$ cat src/rtl/sccb_arbiter.sv
// Two-port round-robin arbiter in front of a single SCCB_interface master.
// Owns the start/ready handshake, the start-acknowledge timeout and the post-transaction guard gap.
module sccb_arbiter #(
  parameter int CLK_FREQ     = 25_000_000,
  parameter int BUSY_TIMEOUT = 256,
  parameter int GAP_CYCLES   = 16
) (
  input  logic       clk,
  input  logic       rst,
  input  logic       req0_valid,
  input  logic [7:0] req0_addr,
  input  logic [7:0] req0_data,
  output logic       req0_accept,
  output logic       req0_done,
  output logic       req0_err,
  input  logic       req1_valid,
  input  logic [7:0] req1_addr,
  input  logic [7:0] req1_data,
  output logic       req1_accept,
  output logic       req1_done,
  output logic       req1_err,
  input  logic       sccb_ready,
  output logic       sccb_start,
  output logic [7:0] sccb_addr,
  output logic [7:0] sccb_data,
  output logic       grant_id,
  output logic       busy
);

  localparam int MAX_CNT = (BUSY_TIMEOUT > GAP_CYCLES) ? BUSY_TIMEOUT : GAP_CYCLES;
  // CLK_FREQ only documents how the cycle counts were derived; a non-positive value widens nothing useful.
  localparam int TW = $clog2(MAX_CNT + 1) + ((CLK_FREQ > 0) ? 0 : 1);
  localparam logic [TW-1:0] BUSY_LAST = TW'(BUSY_TIMEOUT - 1);
  localparam logic [TW-1:0] GAP_LAST  = TW'((GAP_CYCLES > 0) ? (GAP_CYCLES - 1) : 0);

  typedef enum logic [1:0] {IDLE, ISSUE, WAIT_DONE, GAP} state_t;

  state_t        state_q, state_d;
  logic [TW-1:0] timer_q, timer_d;
  logic          last_q, last_d;
  logic [7:0]    addr_q, addr_d, data_q, data_d;
  logic          grant_q, grant_d;
  logic          start_q, start_d;
  logic          busy_q, busy_d;
  logic          acc0_q, acc0_d, acc1_q, acc1_d;
  logic          done0_q, done0_d, done1_q, done1_d;
  logic          err0_q, err0_d, err1_q, err1_d;
  logic          win1;
  state_t        after_txn;

  always_comb begin
    state_d   = state_q;
    timer_d   = timer_q + 1'b1;
    last_d    = last_q;
    addr_d    = addr_q;
    data_d    = data_q;
    grant_d   = grant_q;
    start_d   = 1'b0;
    acc0_d    = 1'b0;
    acc1_d    = 1'b0;
    done0_d   = 1'b0;
    done1_d   = 1'b0;
    err0_d    = 1'b0;
    err1_d    = 1'b0;
    after_txn = (GAP_CYCLES == 0) ? IDLE : GAP;
    // Port 1 wins when it is alone, or on a tie when port 0 had the previous grant.
    win1      = req1_valid && (!req0_valid || !last_q);

    case (state_q)
      IDLE: begin
        timer_d = '0;
        if (sccb_ready && (req0_valid || req1_valid)) begin
          state_d = ISSUE;
          grant_d = win1;
          last_d  = win1;
          addr_d  = win1 ? req1_addr : req0_addr;
          data_d  = win1 ? req1_data : req0_data;
          acc0_d  = !win1;
          acc1_d  = win1;
          start_d = 1'b1;
        end
      end
      ISSUE: begin
        if (!sccb_ready) begin
          state_d = WAIT_DONE;
          timer_d = '0;
        end else if (timer_q == BUSY_LAST) begin
          state_d = after_txn;
          timer_d = '0;
          err0_d  = !grant_q;
          err1_d  = grant_q;
        end else begin
          start_d = 1'b1;
        end
      end
      WAIT_DONE: begin
        timer_d = timer_q;
        if (sccb_ready) begin
          state_d = after_txn;
          timer_d = '0;
          done0_d = !grant_q;
          done1_d = grant_q;
        end
      end
      GAP: begin
        if (timer_q == GAP_LAST) begin
          state_d = IDLE;
          timer_d = '0;
        end
      end
      default: begin
        state_d = IDLE;
        timer_d = '0;
      end
    endcase

    busy_d = (state_d != IDLE);
  end

  always_ff @(posedge clk) begin
    if (rst) begin
      state_q <= IDLE;
      timer_q <= '0;
      last_q  <= 1'b1;
      addr_q  <= '0;
      data_q  <= '0;
      grant_q <= 1'b0;
      start_q <= 1'b0;
      busy_q  <= 1'b0;
      acc0_q  <= 1'b0;
      acc1_q  <= 1'b0;
      done0_q <= 1'b0;
      done1_q <= 1'b0;
      err0_q  <= 1'b0;
      err1_q  <= 1'b0;
    end else begin
      state_q <= state_d;
      timer_q <= timer_d;
      last_q  <= last_d;
      addr_q  <= addr_d;
      data_q  <= data_d;
      grant_q <= grant_d;
      start_q <= start_d;
      busy_q  <= busy_d;
      acc0_q  <= acc0_d;
      acc1_q  <= acc1_d;
      done0_q <= done0_d;
      done1_q <= done1_d;
      err0_q  <= err0_d;
      err1_q  <= err1_d;
    end
  end

  assign req0_accept = acc0_q;
  assign req1_accept = acc1_q;
  assign req0_done   = done0_q;
  assign req1_done   = done1_q;
  assign req0_err    = err0_q;
  assign req1_err    = err1_q;
  assign sccb_start  = start_q;
  assign sccb_addr   = addr_q;
  assign sccb_data   = data_q;
  assign grant_id    = grant_q;
  assign busy        = busy_q;

endmodule

$ cat config.mk
export PLATFORM = sky130hd
export DESIGN_NAME = sccb_arbiter
export DESIGN_NICKNAME = d
export VERILOG_FILES = /design/src/rtl/sccb_arbiter.sv
export SDC_FILE = /design/constraint.sdc
export NUM_CORES = 1
export LEC_CHECK = 0
export ABC_AREA = 1
export BUFFER_PORTS_ARGS = -buffer_cell sky130_fd_sc_hd__buf_2
export CORE_ASPECT_RATIO = 1.4
export CORE_MARGIN = 1.5
export CORE_UTILIZATION = 52
export CTS_CLUSTER_DIAMETER = 30
export DETAILED_ROUTE_END_ITERATION = 8
export PLACE_DENSITY = 0.92
export REMOVE_ABC_BUFFERS = 1
export SLEW_MARGIN = 20
export SYNTH_ARGS = -nofsm -noshare
export SYNTH_HDL_FRONTEND = slang
export SYNTH_SLANG_ARGS = --single-unit
$ cat constraint.sdc
create_clock -name clk -period 2.54 [get_ports clk]
set_input_delay 0.127 -clock clk [delete_from_list [all_inputs] [get_ports clk]]
set_output_delay 0.127 -clock clk [all_outputs]
set_load 0.03 [all_outputs]
Yosys cells after proc, flatten, opt, wreduce, memory -nomap -nowiden

Cells that the tools add are included.

Reduce and logical (&&, ||, !) cells: 14
Eq/ne operators: 6
Add/subtract/negate cells: 1
Bitwise gates (word level): 6
Multiplexer cells: 17

Operators by type and width:

| cell                | count |
|---|---|
| $mux 9              | 4 |
| $pmux 9 s4          | 1 |
| $mux 8              | 2 |
| $mux 2              | 5 |
| $add 9x1->9 const B | 1 |
| $eq 9x4->1 const B  | 1 |
| $eq 9x8->1 const B  | 1 |
| $pmux 2 s4          | 1 |
| $not 1->1           | 6 |
| $reduce_or 3->1     | 2 |
| $eq 2x2->1 const B  | 2 |
| $logic_not 1->1     | 4 |
| $reduce_or 4->1     | 1 |
| $mux 1              | 3 |
| $eq 2x1->1 const B  | 1 |
| $logic_and 1x1->1   | 2 |
| $logic_not 2->1     | 1 |
| $logic_or 1x1->1    | 2 |
| $ne 2x2->1 const B  | 1 |
| $pmux 1 s2          | 1 |
| $reduce_and 2->1    | 1 |
| $reduce_bool 2->1   | 1 |

Word-level logic and storage cells: 58
Register bits after elaboration: 37
Output and inout bits: 25
Input bits: 37

Logic depth before layout (Yosys ltp)

Gate-level depths: netlist (run 1).

Depth in word-level cells: 5
Mapped depth: 11
Depth with buffers taken out: 11

Worst setup path after synthesis (run 1)

No wires, ideal clock.

Path kind: flip-flop to flip-flop
Start point: reg timer_q[0]
End point: reg timer_q[0]
Stages on the path, launching flop included: 12
Clock period less this slack: 1.627 ns
Arrival: 1.514 ns
Setup time: 0.113 ns
Data required time: 2.427 ns
Path slack: 0.913 ns
Path through: dfxtp_1 ha_1 nand2_1 nor2_1 nand2_1 nor2_1 ha_1 inv_1 nand3_1 nand2_2 o21ai_1 inv_1

Longest elaborated chain between the ends: 4

Ends and longest elaborated chain:

| item                                      | RTL line | source |
|---|---|---|
| start, declared                           | 39       | `logic [TW-1:0] timer_q, timer_d;` |
| start signal, assigned                    | 138      | `timer_q <= timer_d;` |
| $add 9x1->9 or $eq 9x8->1 (tied branches) | 53, 87   |  |
| $mux 9                                    | 87       | `end else if (timer_q == BUSY_LAST) begin` |
| $mux 9                                    | 84       | `if (!sccb_ready) begin` |
| $pmux 9 s4 *                              | 69       | `case (state_q)` |

Every way passes the cells marked *; elsewhere a longest branch is shown, timed or not.
A chain may end at the register's enable or synchronous reset.

Final worst setup path (run 1)

Ends and elaborated chain as after synthesis.

==> run_results.csv, run 1 <==
group,metric,value,unit
die,dieArea,0.00358,mm²
global_route,grt_pass1_wl,6.89,mm
synth,syn_inst,233,
timing,slew_headroom,56.0,%
clock_network,clkLatencyLatePin,0.30,ns
detailed_routing,drc,0,
clock_network,clkTransAtPathRegs,0.08,ns
clock_network,cts_setup_buffers,0,
place,dp_hpwl,2.91,mm
synth,yosysMostFrequentCell,"nand2_1",
clock_network,cts.repair.resized,0,
detailed_routing,wire_per_inst,12.7,µm
global_route,antenna_found_initial,0,
die,initial_utilization,54.2,%
timing,hold_violations,0,
detailed_routing,drt_iter0_drc,55,
clock_network,cts_hold_buf,0,
worst_setup_path,path_depth,11,
die,io_pins,62,
worst_setup_path,endpoint,"timer_q[0]$_SDFFE_PP0P_",
synth,synth_commonest_cells,"nand2_1 (54), dfxtp_1 (37), a21oi_1 (35), inv_1 (24), nand3_1 (20)",
synth,syn_avg_cell_area,7.20,µm²
synth,yosysTopAreaCellShare,44.2,%
worst_setup_path,critical-path-max-stage-delay,0.41,ns
timing,setup_viol,0,
clock_network,clock_path_buffers,2,
pwr,p_leak,1.06,nW
clock_network,h-tree-depth,2,
worst_setup_path,cp.arrival,2.08,ns
pwr,p_per_area,635,mW/mm²
detailed_routing,num_vias,1773,
detailed_routing,vias_per_cell,5.32,
worst_setup_path,crit_type,"flip-flop to flip-flop",
detailed_routing,wirelength,4.23,mm
outcome,status,"finished clean",
synth,netlist_top_cells_area,"dfxtp_1 (44%), nand2_1 (12%), a21oi_1 (10%)",
worst_setup_path,slowest_stage,"dfxtp_1",
layout,syn_to_final_growth,24.2,%
timing,fmax,0.532,GHz
clock_network,cts_tree,"yes",
place,gp_congestion,0.866,
pwr,max-vdd-ir-drop,473,µV
timing,post-route-period-util,74.1,%
clock_network,cts_sinks,37,
worst_setup_path,path_delay_family,"simple AND/OR/NAND/NOR gates",
worst_setup_path,crit_fanout,5,
synth,yosysUniqueCellTypes,22,
detailed_routing,drtPass1Iterations,4,
clock_network,root_buffer,"clkbuf_8",
global_route,first_global_vias,1653,
worst_setup_path,crit_required,2.74,ns
worst_hold_path,hold_class,"input port to flip-flop",
global_route,grt_start_max_net_pins,26,
job,drv_cap,0,
worst_setup_path,cp_cell_sequence,"ha_1 > nand2_1 > nor2_1 > nand2_1 > nor2_1 > ha_1 > inv_1 > nand3_1 > nand2_2 > o21ai_1 > inv_1",
detailed_routing,final_antenna_net_count,0,
timing,fin_setup_tns,0,ns
synth,synth_edf_count,0,
timing,skew,0.00817,ns
timing,slew_violations,0,
worst_setup_path,worst_setup_path_end_kind,"flip-flop",
timing,whs,0.0287,ns
die,fp.coreArea,0.00309,mm²
worst_setup_path,r2r_slack,0.66,ns
clock_network,numCtsBuffers,5,
synth,synth_ff_type,"dfxtp_1",
worst_setup_path,path_buf_inv,2,
die,die_w,51.0,µm
place,io_buffer_count,61,
synth,synthArstFlopShare,0,%
worst_setup_path,r2r_start,"timer_q[0]$_SDFFE_PP0P_",
synth,synth_area,0.00168,mm²
timing,grt_setup_unrepaired,"false",
die,rows,24,
layout,drive_gt1_share,26.2,%
worst_setup_path,r2r_end,"timer_q[0]$_SDFFE_PP0P_",
worst_setup_path,cp-startpoint,"timer_q[0]$_SDFFE_PP0P_",
pwr,fin_total_pwr,1.32,mW
worst_hold_path,hp-start,"req0_addr[7]",
worst_setup_path,r2r_cells,11,
synth,yosysSeqAreaShare,44.2,%
layout,nets,333,
global_route,grtUsageTotal,25.2,%
timing,tightest_slew,0.660,ns
synth,synth_top_area_cell,"dfxtp_1",
global_route,grt_overflow,0,
worst_setup_path,worst_setup_path_start_kind,"flip-flop",
die,die_h,70.2,µm
synth,ys_ff_latch,37,
layout,num_antenna_cells,0,
synth,yosysWarnings,0,
timing,finalCriticalPeriod,1.88,ns
## layer usage
metal / up-vias / part of all wire, % / wire length [µm] / GRT usage, %
met2: 70 / 51 / 2170 / 45.7
met3: 16 / 7.2 / 304 / 6.84
met4: 0 / 3.1 / 130 / 12.0
met5: - / 0 / 0 / 0
li1: 880 / - / - / -
met1: 807 / 38 / 1620 / 25.6
## power breakdown
part / switching [mW] / leakage (nW) / total (mW) / internal [mW]
Sequential: 0.0187 / 0.303 / 0.633 / 0.615
Clock: 0.214 / 0.0542 / 0.460 / 0.245
Combinational: 0.158 / 0.704 / 0.229 / 0.0713
Total: 0.391 / 1.06 / 1.32 / 0.931
## how the worst min path moves through the flow
stage                                           end  slack, ns  depth (start not counted)
after floorplan               sccb_start$_SDFF_PP0_       0.20                          1
after global placement    sccb_addr[7]$_SDFFE_PP0P_       0.33                          3
after detailed placement  sccb_addr[7]$_SDFFE_PP0P_       0.34                          3
after CTS                 sccb_addr[7]$_SDFFE_PP0P_       0.03                          3
after global routing      sccb_data[7]$_SDFFE_PP0P_       0.05                          3
final                     sccb_addr[7]$_SDFFE_PP0P_       0.03                          3
## area by class of cell
class | count | area [µm²]
Sequential cell | 37 | 741
Tap cell | 39 | 48.8
Fill cell | 266 | 1010
Clock inverter | 1 | 5.00
Inverter | 25 | 96.3
Clock buffer | 7 | 96.3
Timing Repair Buffer | 61 | 305
Multi-Input combinational cell | 163 | 790
## tightest hold or removal path, stage by stage
cell and delay (ns):
buf_2 0.07, nand2_1 0.04, nand3_1 0.05
## cell usage in the layout (no fill, tap or decap), drive strengths merged
cell and n:
buf 61, nand2 56, dfxtp 37, a21oi 35
inv 25, nor2 21, nand3 20, o21ai 19
clkbuf 7, nand4 5, ha 3, xor2 2
nor3 1, nand3b 1, clkinv 1
## through the flow
step	area, µm²	std cells	utilization (%)	setup slack [ns]
final	2080	333	67.3	0.659
after global routing	2080	333	67.3	0.495
after CTS	2080	333	67.3	0.682
after detailed placement	1980	325	64.0	0.705
after global placement	1980	325	64.0	0.785
after floorplan	1630	225	-	0.913
## state kept, by name, indices dropped and copies added, names as in the netlist
register and count:
grant_id 1, busy 1, req1_err 1, state_q 2, req0_err 1, req1_done 1, sccb_start 1, req0_accept 1
timer_q 9, last_q 1, req1_accept 1, sccb_data 8, req0_done 1, sccb_addr 8
## logic make-up after synthesis
| group | count (synthesis) | synth area share [%] |
|---|---|---|
| simple gates | 104 | 27.7 |
| compound gates | 54 | 16.1 |
| flops | 37 | 44.2 |
| buf+inv | 33 | 8.73 |
| fa+ha+maj | 3 | 2.24 |
| xor+xnor | 2 | 1.04 |
(Power assumes the default switching activity.)
==> run 2, diff against run 1 <==
- CORE_UTILIZATION: 52 -> 48
- PLACE_DENSITY: 0.92 -> 0.86
- clock period: 2.54 -> 1.74 ns (I/O delays scaled with it)
==> run_results.csv, run 2 (synthesized netlist as in run 1, its figures left out) <==
group,metric,value,unit
place,post-place-ws,-0.0142,ns
clock_network,numCtsBuffers,5,
die,initial_utilization,50.1,%
timing,fin_setup_tns,0,ns
layout,num_antenna_cells,0,
pwr,fin_total_pwr,1.94,mW
clock_network,clkTransAtPathRegs,0.07,ns
detailed_routing,drc,0,
worst_setup_path,cp.arrival,1.94,ns
timing,setup_viol,0,
detailed_routing,wire_per_inst,12.8,µm
worst_setup_path,crit_fanout,5,
pwr,max-vdd-ir-drop,861,µV
place,dp_hpwl,3.00,mm
die,fp.coreArea,0.00335,mm²
timing,fmax,0.575,GHz
layout,nets,346,
outcome,status,"finished clean",
die,io_pins,62,
timing,tightest_slew,0.576,ns
timing,hold_violations,0,
timing,finalCriticalPeriod,1.74,ns
worst_setup_path,worst_setup_path_end_kind,"flip-flop",
layout,drive_gt1_share,32.2,%
place,gp_congestion,0.847,
layout,n_fill_cell,274,
clock_network,clock_path_buffers,2,
layout,largest_reg_flops,9,
global_route,grt_overflow,0,
layout,layout.cells.non_filler,347,
place,io_buffer_count,61,
timing,whs,0.00390,ns
job,drv_cap,0,
detailed_routing,drtPass1Iterations,4,
layout,design_area,0.00223,mm²
detailed_routing,final_antenna_net_count,0,
global_route,grt_pass1_wl,7.21,mm
pwr,p_leak,1.13,nW
global_route,grt_start_max_net_pins,20,
die,rows,25,
place,postPlaceCellArea,0.00204,mm²
detailed_routing,wirelength,4.45,mm
global_route,first_global_vias,1740,
global_route,antenna_found_initial,0,
timing,timing.final.ws_setup,0.0000751,ns
worst_hold_path,hold_class,"input port to flip-flop",
detailed_routing,drt_iter0_drc,66,
layout,layout.cells.most_common,"buf_2",
worst_setup_path,crit_required,1.94,ns
layout,mostFrequentLayoutCells,"buf_2 (61), nand2_1 (52), a21oi_1 (35), dfxtp_1 (35), inv_1 (24)",
detailed_routing,num_vias,1808,
layout,syn_to_final_growth,33.1,%
global_route,grtUsageTotal,24.9,%
die,die_w,53.0,µm
place,placed_cells_incl_taps,334,
layout,regMostFlops,"timer_q",
timing,skew,0.00387,ns
clock_network,root_buffer,"clkbuf_8",
timing,slew_violations,0,
timing,slew_headroom,61.6,%
clock_network,clkLatencyLatePin,0.29,ns
worst_setup_path,worst_setup_path_start_kind,"flip-flop",
die,dieArea,0.00386,mm²
layout,final_core_util,66.7,%
timing,post-route-period-util,100,%
worst_setup_path,crit_type,"flip-flop to flip-flop",
clock_network,cts_sinks,37,
clock_network,cts_tree,"yes",
clock_network,h-tree-depth,2,
detailed_routing,vias_per_cell,5.21,
pwr,p_per_area,868,mW/mm²
die,die_h,72.9,µm
-- run 2: cell type report --
type	instances	area, µm²	share of cell area [%]
multi-input cells	163	833	37.3
flip-flops and latches	37	746	33.4
repair buffers	74	405	18.2
clock buffers	7	96.3	4.32
inverters	25	96.3	4.32
well taps	40	50.0	2.24
clock inverters	1	5.00	0.224
-- run 2: layer usage --
layer  track usage, %  vias up  part of all wire, %
li1                 -      903                    -
met1             27.9      816                   38
met2             43.9       79                   53
met3             6.76       10                  7.3
met4             9.40        0                  2.0
met5                0        -                    0
-- run 2: worst max-delay path: stages, from the launching register on --
cell and delay, ns:
dfxtp_4 0.37, ha_2 0.20, nand2_2 0.08, nor2_2 0.14, nand2_2 0.11, nor2_4 0.15
ha_4 0.15, inv_1 0.07, nand3_2 0.11, nand2_4 0.08, o21ai_2 0.13, inv_1 0.04
-- run 2: repair_timing --
item | in CTS | in global routing
endpoints found under the hold margin | 1 | 0
hold buffers | 1 | 0
endpoints found under the setup margin | 5 | 14
pin swaps | 0 | 6
buffers inserted | 0 | 4
resized for setup | 1 | 13
-- run 2: path summary, 6_finish.rpt --
kind                                to  slack, ns  depth (start not counted)                     from
max            timer_q[0]$_SDFFE_PP0P_    0.00008                         11  timer_q[0]$_SDFFE_PP0P_
min          sccb_data[7]$_SDFFE_PP0P_      0.004                          3             req0_data[7]
max reg2reg    timer_q[0]$_SDFFE_PP0P_    0.00008                         11  timer_q[0]$_SDFFE_PP0P_
min reg2reg        req0_err$_SDFF_PP0_       0.47                          1    grant_id$_SDFFE_PP0P_
-- run 2: report_power, final --
part | switching [mW] | internal (mW)
sequential | 0.0279 | 0.897
clock | 0.305 | 0.358
combinational | 0.233 | 0.116
